File: src/rtl/vinstr_pkg.sv
// Shared definitions for the OPIVV vector instruction issuer: opcode constants,
// operation and FSM enums, and the instruction word encoder.
package vinstr_pkg;

    localparam logic [6:0] OPCODE_OPV   = 7'b1010111;
    localparam logic [2:0] FUNCT3_OPIVV = 3'b000;

    typedef enum logic [2:0] {
        VOP_VADD  = 3'd0,
        VOP_VSUB  = 3'd1,
        VOP_VMINU = 3'd2,
        VOP_VMIN  = 3'd3,
        VOP_VMAX  = 3'd4,
        VOP_VAND  = 3'd5,
        VOP_VOR   = 3'd6,
        VOP_VXOR  = 3'd7
    } vop_e;

    typedef enum logic [1:0] {
        ST_IDLE  = 2'd0,
        ST_ISSUE = 2'd1,
        ST_WAIT  = 2'd2
    } issue_state_e;

    function automatic logic [5:0] funct6_of(input vop_e op);
        logic [5:0] f6;
        case (op)
            VOP_VADD:  f6 = 6'b000000;
            VOP_VSUB:  f6 = 6'b000010;
            VOP_VMINU: f6 = 6'b000100;
            VOP_VMIN:  f6 = 6'b000101;
            VOP_VMAX:  f6 = 6'b000111;
            VOP_VAND:  f6 = 6'b001001;
            VOP_VOR:   f6 = 6'b001010;
            VOP_VXOR:  f6 = 6'b001011;
            default:   f6 = 6'b000000;
        endcase
        return f6;
    endfunction

    function automatic logic [31:0] encode_opivv(
        input vop_e       op,
        input logic       vm,
        input logic [4:0] vs2,
        input logic [4:0] vs1,
        input logic [4:0] vd
    );
        return {funct6_of(op), vm, vs2, vs1, FUNCT3_OPIVV, vd, OPCODE_OPV};
    endfunction

endpackage

File: src/rtl/vinstr_fifo.sv
// Small synchronous FIFO with show-ahead read data, registered occupancy count
// and full/empty flags derived from it.
module vinstr_fifo #(
    parameter int DEPTH = 4,
    parameter int WIDTH = 32
) (
    input  logic             clk,
    input  logic             rstn,
    input  logic             push,
    input  logic [WIDTH-1:0] push_data,
    input  logic             pop,
    output logic [WIDTH-1:0] pop_data,
    output logic             full,
    output logic             empty
);

    localparam int PTR_W = (DEPTH > 1) ? $clog2(DEPTH) : 1;
    localparam int CNT_W = $clog2(DEPTH + 1);

    logic [WIDTH-1:0] mem_q [DEPTH];
    logic [PTR_W-1:0] wr_ptr_q, wr_ptr_d;
    logic [PTR_W-1:0] rd_ptr_q, rd_ptr_d;
    logic [CNT_W-1:0] count_q, count_d;
    logic             push_ok;
    logic             pop_ok;

    assign full     = (count_q == CNT_W'(DEPTH));
    assign empty    = (count_q == '0);
    assign push_ok  = push && !full;
    assign pop_ok   = pop && !empty;
    assign pop_data = mem_q[rd_ptr_q];

    // Pointers wrap naturally because DEPTH is a power of two.
    always_comb begin
        wr_ptr_d = wr_ptr_q + PTR_W'(push_ok);
        rd_ptr_d = rd_ptr_q + PTR_W'(pop_ok);
        count_d  = count_q;
        case ({push_ok, pop_ok})
            2'b10:   count_d = count_q + CNT_W'(1);
            2'b01:   count_d = count_q - CNT_W'(1);
            default: count_d = count_q;
        endcase
    end

    always_ff @(posedge clk or negedge rstn) begin
        if (!rstn) begin
            wr_ptr_q <= '0;
            rd_ptr_q <= '0;
            count_q  <= '0;
        end else begin
            wr_ptr_q <= wr_ptr_d;
            rd_ptr_q <= rd_ptr_d;
            count_q  <= count_d;
        end
    end

    // Storage needs no reset: the pointers alone define which entries are live.
    always_ff @(posedge clk) begin
        if (push_ok) begin
            mem_q[wr_ptr_q] <= push_data;
        end
    end

endmodule

File: src/rtl/vinstr_issuer.sv
// Encodes OPIVV requests into OP-V words, queues them, and hands them one at a
// time to the vector core with a start pulse, waiting for vec_done in between.
module vinstr_issuer
    import vinstr_pkg::*;
#(
    parameter int DEPTH = 4,
    parameter int CNT_W = 8
) (
    input  logic             clk,
    input  logic             rstn,
    input  logic             req_valid,
    output logic             req_ready,
    input  logic [2:0]       req_op,
    input  logic [4:0]       req_vd,
    input  logic [4:0]       req_vs1,
    input  logic [4:0]       req_vs2,
    input  logic             req_vm,
    output logic             start,
    output logic [31:0]      vector_instruction,
    input  logic             vec_done,
    output logic             busy,
    output logic [CNT_W-1:0] issued_count
);

    issue_state_e     state_q, state_d;
    logic             start_q, start_d;
    logic [31:0]      word_q, word_d;
    logic [CNT_W-1:0] count_q, count_d;

    logic [31:0] enc_word;
    logic [31:0] fifo_head;
    logic        fifo_full;
    logic        fifo_empty;
    logic        push;
    logic        pop;

    assign enc_word  = encode_opivv(vop_e'(req_op), req_vm, req_vs2, req_vs1, req_vd);
    assign req_ready = !fifo_full;
    assign push      = req_valid && req_ready;
    assign pop       = (state_q == ST_IDLE) && !fifo_empty;

    vinstr_fifo #(
        .DEPTH (DEPTH),
        .WIDTH (32)
    ) u_fifo (
        .clk       (clk),
        .rstn      (rstn),
        .push      (push),
        .push_data (enc_word),
        .pop       (pop),
        .pop_data  (fifo_head),
        .full      (fifo_full),
        .empty     (fifo_empty)
    );

    // The word register only moves on a pop, so it is stable from start to vec_done.
    always_comb begin
        state_d = state_q;
        start_d = 1'b0;
        word_d  = word_q;
        count_d = count_q;
        case (state_q)
            ST_IDLE: begin
                if (!fifo_empty) begin
                    word_d  = fifo_head;
                    start_d = 1'b1;
                    count_d = count_q + CNT_W'(1);
                    state_d = ST_ISSUE;
                end
            end
            ST_ISSUE: begin
                state_d = ST_WAIT;
            end
            ST_WAIT: begin
                if (vec_done) begin
                    state_d = ST_IDLE;
                end
            end
            default: begin
                state_d = ST_IDLE;
            end
        endcase
    end

    always_ff @(posedge clk or negedge rstn) begin
        if (!rstn) begin
            state_q <= ST_IDLE;
            start_q <= 1'b0;
            word_q  <= '0;
            count_q <= '0;
        end else begin
            state_q <= state_d;
            start_q <= start_d;
            word_q  <= word_d;
            count_q <= count_d;
        end
    end

    assign start              = start_q;
    assign vector_instruction = word_q;
    assign issued_count       = count_q;
    assign busy               = (state_q != ST_IDLE) || !fifo_empty;

endmodule

File: config.mk
export PLATFORM = sky130hd
export DESIGN_NAME = vinstr_issuer
export DESIGN_NICKNAME = d
export VERILOG_FILES = /design/src/rtl/vinstr_pkg.sv /design/src/rtl/vinstr_fifo.sv /design/src/rtl/vinstr_issuer.sv
export SDC_FILE = /design/constraint.sdc
export NUM_CORES = 1
export LEC_CHECK = 0
export CORE_ASPECT_RATIO = 1.1
export CORE_UTILIZATION = 58
export DETAILED_ROUTE_END_ITERATION = 10
export GPL_ROUTABILITY_DRIVEN = 0
export GPL_TIMING_DRIVEN = 0
export PLACE_DENSITY_LB_ADDON = 0.05
export SYNTH_ARGS = -nofsm -noshare
export SYNTH_HDL_FRONTEND = slang
export SYNTH_SLANG_ARGS = --single-unit
File: constraint.sdc
create_clock -name clk -period 6.7 [get_ports clk]
set_clock_uncertainty 0.15 [all_clocks]
set_input_delay 1.005 -clock clk [delete_from_list [all_inputs] [get_ports clk]]
set_output_delay 1.005 -clock clk [all_outputs]
set_load 0.05 [all_outputs]
==> results of run 1 <==
[power by group through the flow]
stage,registers [W],logic (W),clock network [W]
after floorplan,0.00140,0.000669,0
after global placement,0.00113,0.00126,0
after detailed placement,0.00114,0.00131,0
after CTS,0.00113,0.00133,0.000902
after global routing,0.00115,0.00137,0.000939
final,0.00113,0.00131,0.000888
[through the flow]
stage	power, W	cells
5_1_grt	0.00346	445
6_report	0.00332	445
4_1_cts	0.00336	445
3_3_place_gp	0.00239	406
3_5_place_dp	0.00244	413
2_1_floorplan	0.00207	240
[worst reg2reg max path, stage by stage, from the launching register on]
cell and delay (ns):
dfrtp_1 0.40, nor2_1 0.51, nand2_8 0.12, inv_6 0.11, buf_12 0.15, ha_1 0.19
inv_1 0.06, fa_1 0.37, xor2_1 0.15, nor2_1 0.11, xor2_1 0.14
[kinds of logic after synthesis]
logic type / synth area share
flops: 0.716
mux: 0.170
simple gates: 0.0360
buf+inv: 0.0387
xor+xnor: 0.0241
fa+ha+maj: 0.0148
other cells: 0.000794
[layout make-up]
class	count	area, um^2
Timing Repair Buffer	65	667
Tap cell	108	135
Clock inverter	15	179
Inverter	7	31.3
Buffer	18	151
Fill cell	465	1760
Clock buffer	17	414
Multi-Input combinational cell	96	1200
Sequential cell	119	3380
[state kept, by name, indices dropped and copies added (netlist names)]
register            cells
u_fifo.rd_ptr_q         2
u_fifo.wr_ptr_q         2
issued_count            8
start                   1
u_fifo.count_q          3
state_q                 2
u_fifo.mem_q           80
vector_instruction     21
[cell usage after synthesis, types with 4 or more instances]
cell type	n	area, um^2
xnor2_1	9	78.8
nor2_1	4	15.0
ha_1	4	50.1
mux2_2	4	45.0
dfrtp_1	39	976
inv_1	5	18.8
xor2_1	4	35.0
nand4_1	4	25.0
edfxtp_1	80	2400
mux2_4	19	285
mux4_2	20	450
buf_4	11	82.6
[worst min-delay path by stage]
stage	to	slack [ns]
floorplan	u_fifo.count_q[2]$_DFFE_PN0P_	0.32
finish	issued_count[6]$_DFFE_PN0P_	0.25
detailed placement	issued_count[7]$_DFFE_PN0P_	0.32
CTS	issued_count[6]$_DFFE_PN0P_	0.23
global placement	issued_count[7]$_DFFE_PN0P_	0.31
global route	issued_count[6]$_DFFE_PN0P_	0.25
[placed cells by master (no fill, tap or decap), types with 2 or more instances in the layout]
cell,n
and2_1,2
buf_1,2
buf_12,3
buf_2,3
buf_4,11
buf_6,6
bufinv_16,3
clkbuf_16,16
clkdlybuf4s50_1,57
clkinv_4,2
clkinvlp_4,6
conb_1,7
dfrtp_1,39
edfxtp_1,80
ha_1,4
inv_1,5
inv_6,3
mux2_2,4
mux2_4,19
mux4_2,20
nand2b_1,2
nand3_1,2
nand4_1,4
nor2_1,4
nor3b_2,2
xnor2_1,9
xor2_1,4
[per-layer routing]
layer	share of wire	global-route usage	wire length (um)	vias to the layer above
met5	0	0	0	-
met4	0.0071	0.0720	56	0
met3	0.033	0.0589	261	4
met2	0.54	0.354	4260	52
met1	0.42	0.261	3360	1201
li1	-	-	-	1060
==> qor.yml, run 1 <==
floorplanning:
  die-area_um2: 8500
  die_h_um: 96.6
  core_um2: 7910
  io_pins: 66
  rows: 34
  die_x_um: 88.0
  start_util: 0.597
worst_setup_path:
  critical_path_class: "flip-flop to output pin"
  cp_max_fo: 5
  reg2reg_slack_ns: 4.18
  crit_start: "state_q[1]$_DFFE_PN0P_"
  crit_required_ns: 5.54
  cp_num_buf_inv: 1
  crit_path_end: "busy"
  rr_startpoint: "state_q[1]$_DFFE_PN0P_"
  cpLargestDelayFamily: "buffers and inverters"
  r2r_cells: 10
  critPathArrivalTime_ns: 2.22
  slowest_delay_ns: 0.72
  rr_endpoint: "u_fifo.count_q[2]$_DFFE_PN0P_"
  start_kind: "flip-flop"
  path_cells: "nor2_1 -> nand2_1 -> clkdlybuf4s50_1"
  crit_cells: 3
  cp-end-kind: "output pin"
  crit_slowest_cell: "clkdlybuf4s50_1"
sta:
  max_freq_mhz: 297
  worst_slack_ns: 3.33
  worst_slew_pin_slew_ns: 1.07
  fin_crit_sh: 0.503
  setup_viol: 0
  slew_violations: 0
  tns_ns: 0
  fin_crit_ns: 3.37
  rsz0062_at_grt: "no"
  hold_viol_final: 0
  slew_headroom: 0.283
  hold_slack_ns: 0.247
place:
  post-place-ws_ns: 3.55
  io_buffers: 58
  dp_hpwl_um: 4950
  placed_area_um2: 5560
layout:
  final_core_util: 0.778
  antenna_cells: 0
  syn2layout_area_growth_pct: 30.3
  drive_above_1_share: 0.309
  fin_nets: 352
  fin_area_um2: 6150
logic_synthesis:
  yosysWarnings: 0
  yosysSeqAreaShare: 0.716
  ys.flop_type: "edfxtp_1"
  async_flop_share: 0.328
  netlist-cell-type-count: 35
  postSynthCellCount: 234
  ys_ff_latch: 119
  synth_edf_count: 80
  syn_area_per_cell_um2: 20.2
  synth_area_um2: 4720
power:
  power_leakage_nw: 2.32
  power.internal_w: 0.00218
  vdd_drop_max_mv: 0.279
  clkPwrFrac: 0.267
  combPwrFrac: 0.393
  power_density_nw_per_um2: 540
  power.net_switching_w: 0.00114
  p_seq_frac: 0.340
  swShare: 0.342
routing:
  ant_nets: 0
  firstDrtPassIters: 4
  via_count: 2317
  drt-total-wl_um: 7940
  drc: 0
  drt_first_iter_violations: 69
  vias_per_cell: 5.21
  wl_per_cell_um: 17.8
run:
  drv_cap: 0
cts:
  cts.sinks: 119
  root_buffer: "clkbuf_8"
  cts_buffer_depth: 2
  post_cts_buffers: 0
  cts_inserted_buffers: 17
  hold_buffers: 0
  htree_levels: 4
  clkTransAtPathRegs_ns: 0.06
  cts_resized: 0
  cts_tree: "built"
  clock_latency_ns: 0.49
hold_path:
  hp-class: "primary input to asynchronous set/reset pin"
global_route:
  grt_pass1_vias: 2454
  antenna_found_initial: 0
  grt_use_total: 0.210
  grt_pass1_wl_um: 12700
  grt_max_degree: 28
  grt-ovfl-total: 0
outcome:
  status: "finished, final reports clean"
Note: power is estimated with default switching activity, not from simulation.
==> run 2: changes to the inputs <==
- CORE_UTILIZATION: 58 -> 49
- clock period: 6.7 -> 3.1 ns (I/O delays scaled with it)
==> run 2 against run 1 <==
Effect of this change: worst hold slack better by 0.024 ns; combinational power is 120% higher; clock-buffer cell count rose by 3; via count down 1.4%; power grew 110%; sequential cell count did not move; worst setup slack worse by 3.1 ns; critical endpoint unchanged; cell area is 0.61% higher; register-to-register slack worse by 3.6 ns; global-route usage decreased by 4.0 points; non-clock buffer count is 2 lower; cell count grew 1.6%.
==> qor.yml, run 2 (same netlist as run 1, synthesis figures left out) <==
worst_setup_path:
  rr_startpoint: "state_q[1]$_DFFE_PN0P_"
  reg2reg_slack_ns: 0.58
  critical_path_class: "flip-flop to output pin"
  cp-end-kind: "output pin"
  r2r_cells: 10
  crit_path_end: "busy"
  crit_start: "state_q[1]$_DFFE_PN0P_"
  cp_max_fo: 5
  critPathArrivalTime_ns: 2.24
  crit_required_ns: 2.48
  rr_endpoint: "u_fifo.count_q[2]$_DFFE_PN0P_"
  start_kind: "flip-flop"
layout:
  top_register: "u_fifo.mem_q"
  largest_register_ffs: 80
  fin_nets: 350
  antenna_cells: 0
  drive_above_1_share: 0.296
  syn2layout_area_growth_pct: 31.1
  final_cell_mix: "edfxtp_1 (80), clkdlybuf4s50_1 (57), dfrtp_1 (39)"
  final_core_util: 0.662
  final_common_cell: "edfxtp_1"
global_route:
  grt_max_degree: 26
  grt_pass1_wl_um: 12100
  antenna_found_initial: 0
  grt-ovfl-total: 0
  grt_use_total: 0.170
  grt_pass1_vias: 2353
power:
  vdd_drop_max_mv: 0.595
  power_leakage_nw: 2.34
  power_density_nw_per_um2: 1150
routing:
  drt-total-wl_um: 7480
  vias_per_cell: 5.06
  wl_met3_um: 309
  via_count: 2285
  wl_per_cell_um: 16.5
  drc: 0
  wl_met2_um: 3850
  firstDrtPassIters: 4
  top_layer: "met4"
  ant_nets: 0
  drt_first_iter_violations: 52
  m1WireLength_um: 3220
hold_path:
  hp-class: "primary input to asynchronous set/reset pin"
sta:
  hold_viol_final: 0
  worst_slew_pin_slew_ns: 1.11
  rsz0062_at_grt: "no"
  max_freq_mhz: 350
  slew_violations: 0
  slew_headroom: 0.258
  tns_ns: 0
  setup_viol: 0
  fin_crit_sh: 0.921
  fin_crit_ns: 2.86
run:
  drv_cap: 0
place:
  dp_hpwl_um: 4790
  io_buffers: 58
floorplanning:
  io_pins: 66
  rows: 37
  die_x_um: 95.6
  die_h_um: 105
  start_util: 0.505
  die-area_um2: 10000
  core_um2: 9350
outcome:
  status: "finished, final reports clean"
cts:
  root_buffer: "clkbuf_8"
  htree_levels: 4
  clkTransAtPathRegs_ns: 0.06
  cts_tree: "built"
  cts_inserted_buffers: 17
  clock_latency_ns: 0.50
  post_cts_buffers: 0
  cts_buffer_depth: 2
  cts.sinks: 119
==> run 2: cell types whose count changed in the layout (fill, tap and decap cells not counted), sizes merged <==
cell         change
buf              -3
clkbuf           +3
clkinv           +2
clkinvlp         -3
dlygate4sd3      +1
inv              -2
==> run 2: critical path, cell delays in order (launching register included) <==
cell,delay [ns]
dfrtp_1,0.40
nor2_1,0.50
nand2_1,0.13
clkdlybuf4s50_1,0.72
==> run 2: per-stage QoR <==
stage / hold slack (ns) / cell area [um^2] / setup slack [ns] / power (W) / instances
3_3_place_gp: 0.308 / 5490 / -0.176 / 0.00518 / 415
2_1_floorplan: 0.0194 / 4760 / 0.515 / 0.00448 / 240
3_5_place_dp: 0.271 / 5600 / 0.450 / 0.00532 / 419
5_1_grt: 0.302 / 6190 / 0.142 / 0.00749 / 452
4_1_cts: 0.275 / 6190 / 0.204 / 0.00724 / 452
6_report: 0.270 / 6190 / 0.244 / 0.00713 / 452
==> run 2: layout make-up <==
class / instances / area, um^2
buffer: 18 / 151
multi-input combinational: 96 / 1220
timing repair buffer: 63 / 688
inverter: 7 / 31.3
fill: 646 / 3160
clock inverter: 12 / 154
sequential: 119 / 3380
clock buffer: 20 / 425
tap: 117 / 146
==> run 2: how the worst min path moves through the flow <==
| stage | end | startpoint | slack [ns] |
|---|---|---|---|
| after floorplan | issued_count[0]$_DFFE_PN0P_ | rstn | 0.02 |
| after global placement | issued_count[7]$_DFFE_PN0P_ | issued_count[7]$_DFFE_PN0P_ | 0.31 |
| after detailed placement | issued_count[4]$_DFFE_PN0P_ | rstn | 0.27 |
| after CTS | issued_count[4]$_DFFE_PN0P_ | rstn | 0.27 |
| after global routing | vector_instruction[26]$_DFFE_PN0P_ | rstn | 0.30 |
| final | issued_count[4]$_DFFE_PN0P_ | rstn | 0.27 |
==> run 2: where the power goes <==
part | leakage, nW | internal [W] | switching [W]
sequential | 1.20 | 0.00220 | 0.000236
combinational | 0.868 | 0.00132 | 0.00149
clock | 0.275 | 0.00122 | 0.000661
total | 2.34 | 0.00474 | 0.00239
==> run 2: layer usage <==
layer | global-route usage | vias up
met4 | 0.0704 | 0
met2 | 0.272 | 61
met3 | 0.0517 | 9
met5 | 0 | -
li1 | - | 1056
met1 | 0.215 | 1159
==> run 2: what timing repair did <==
| item | 4_1_cts | 5_1_grt |
|---|---|---|
| gates resized for setup | 0 | 0 |
| hold buffers | 1 | 0 |
| hold endpoints to repair | 14 | 0 |
==> run 3: changes to the inputs <==
- CAP_MARGIN: unset -> 20
==> run 3 against run 2 <==
Effect of this change: power fell by 1.3%; clock power shrank 6%; worst setup slack gained 0.0038 ns; cell area about the same; sequential cell count did not move.
==> qor.yml, run 3 (same netlist as run 1, synthesis figures left out) <==
worst_setup_path:
  start_kind: "flip-flop"
  reg2reg_slack_ns: 0.60
  cp-end-kind: "output pin"
  critPathArrivalTime_ns: 2.24
  critical_path_class: "flip-flop to output pin"
  crit_required_ns: 2.48
  rr_startpoint: "state_q[1]$_DFFE_PN0P_"
  crit_start: "state_q[1]$_DFFE_PN0P_"
  cp_max_fo: 5
power:
  p_seq_frac: 0.345
  power_density_nw_per_um2: 1140
  power_leakage_nw: 2.33
  power.internal_w: 0.00460
  power.net_switching_w: 0.00244
  clkPwrFrac: 0.251
  swShare: 0.346
  vdd_drop_max_mv: 0.525
  combPwrFrac: 0.404
floorplanning:
  die_h_um: 105
  core_um2: 9350
  die_x_um: 95.6
  die-area_um2: 10000
  io_pins: 66
  start_util: 0.505
  rows: 37
sta:
  slew_violations: 0
  max_freq_mhz: 351
  fin_crit_ns: 2.85
  fin_crit_sh: 0.920
  rsz0062_at_grt: "no"
  worst_slew_pin_slew_ns: 0.680
  slew_headroom: 0.547
  hold_viol_final: 0
  setup_viol: 0
  worst_slack_ns: 0.248
layout:
  final_core_util: 0.661
  drive_above_1_share: 0.298
  largest_register_ffs: 80
  final_cell_mix: "edfxtp_1 (80), clkdlybuf4s50_1 (57), dfrtp_1 (39)"
  fin_nets: 351
  top_register: "u_fifo.mem_q"
  final_common_cell: "edfxtp_1"
  antenna_cells: 0
  syn2layout_area_growth_pct: 31.0
global_route:
  grt_use_total: 0.172
  antenna_found_initial: 0
  grt_max_degree: 26
  grt_pass1_vias: 2358
  grt_pass1_wl_um: 12100
  grt-ovfl-total: 0
routing:
  vias_per_cell: 5.14
  drc: 0
  ant_nets: 0
  via_count: 2328
  wl_per_cell_um: 16.9
  drt-total-wl_um: 7640
  firstDrtPassIters: 4
  drt_first_iter_violations: 74
cts:
  clkTransAtPathRegs_ns: 0.06
  cts_tree: "built"
  htree_levels: 4
  root_buffer: "clkbuf_8"
  cts.sinks: 119
  post_cts_buffers: 0
  clock_latency_ns: 0.50
  cts_buffer_depth: 2
  cts_inserted_buffers: 17
run:
  drv_cap: 0
outcome:
  status: "finished, final reports clean"
place:
  post-place-ws_ns: 0.563
  io_buffers: 58
  dp_hpwl_um: 4890
hold_path:
  hp-class: "primary input to asynchronous set/reset pin"
## run 3: final timing paths
kind,end,cells past startpoint
hold reg to reg,issued_count[7]$_DFFE_PN0P_,1
setup / recovery,busy,3
hold / removal,issued_count[4]$_DFFE_PN0P_,2
setup reg to reg,u_fifo.count_q[2]$_DFFE_PN0P_,10
max in group asynchronous,vector_instruction[19]$_DFFE_PN0P_,3
min in group clk,issued_count[7]$_DFFE_PN0P_,1
## run 3: routing by layer
metal / global-route usage / share of wire
met1: 0.215 / 0.42
met2: 0.273 / 0.51
met3: 0.0633 / 0.055
met4: 0.0640 / 0.012
met5: 0 / 0
## run 3: layout make-up
type	count	area, um^2
clock inverters	13	125
fillers	660	3170
plain buffers	18	151
flip-flops and latches	119	3380
clock buffers	19	422
repair buffers	64	716
well taps	117	146
inverters	7	31.3
multi-input cells	96	1220
## run 3: stage by stage
step	instances	power, W	hold WS [ns]	setup TNS (ns)	cell area, um^2
finish	453	0.00704	0.282	0	6190
global route	453	0.00739	0.298	0	6190
CTS	453	0.00715	0.267	0	6190
detailed placement	420	0.00535	0.271	0	5630
global placement	415	0.00518	0.308	-9.19	5490
floorplan	240	0.00448	0.0194	0	4760
## run 3: timing repair
item	4_1_cts	5_1_grt
endpoints found under the setup margin	0	0
resized for setup	0	0
hold endpoints to repair	14	0
hold buffers	1	0
## run 3: worst max-delay path, cell delays in order, from the launching register on
cell	delay, ns
dfrtp_1	0.40
nor2_1	0.49
nand2_1	0.13
clkdlybuf4s50_1	0.72
## run 3: power by group through the flow
| stage | combinational (W) | clock (W) | sequential [W] |
|---|---|---|---|
| after floorplan | 0.00145 | 0 | 0.00303 |
| after global placement | 0.00274 | 0 | 0.00245 |
| after detailed placement | 0.00288 | 0 | 0.00246 |
| after CTS | 0.00290 | 0.00181 | 0.00244 |
| after global routing | 0.00302 | 0.00189 | 0.00248 |
| final | 0.00284 | 0.00177 | 0.00243 |
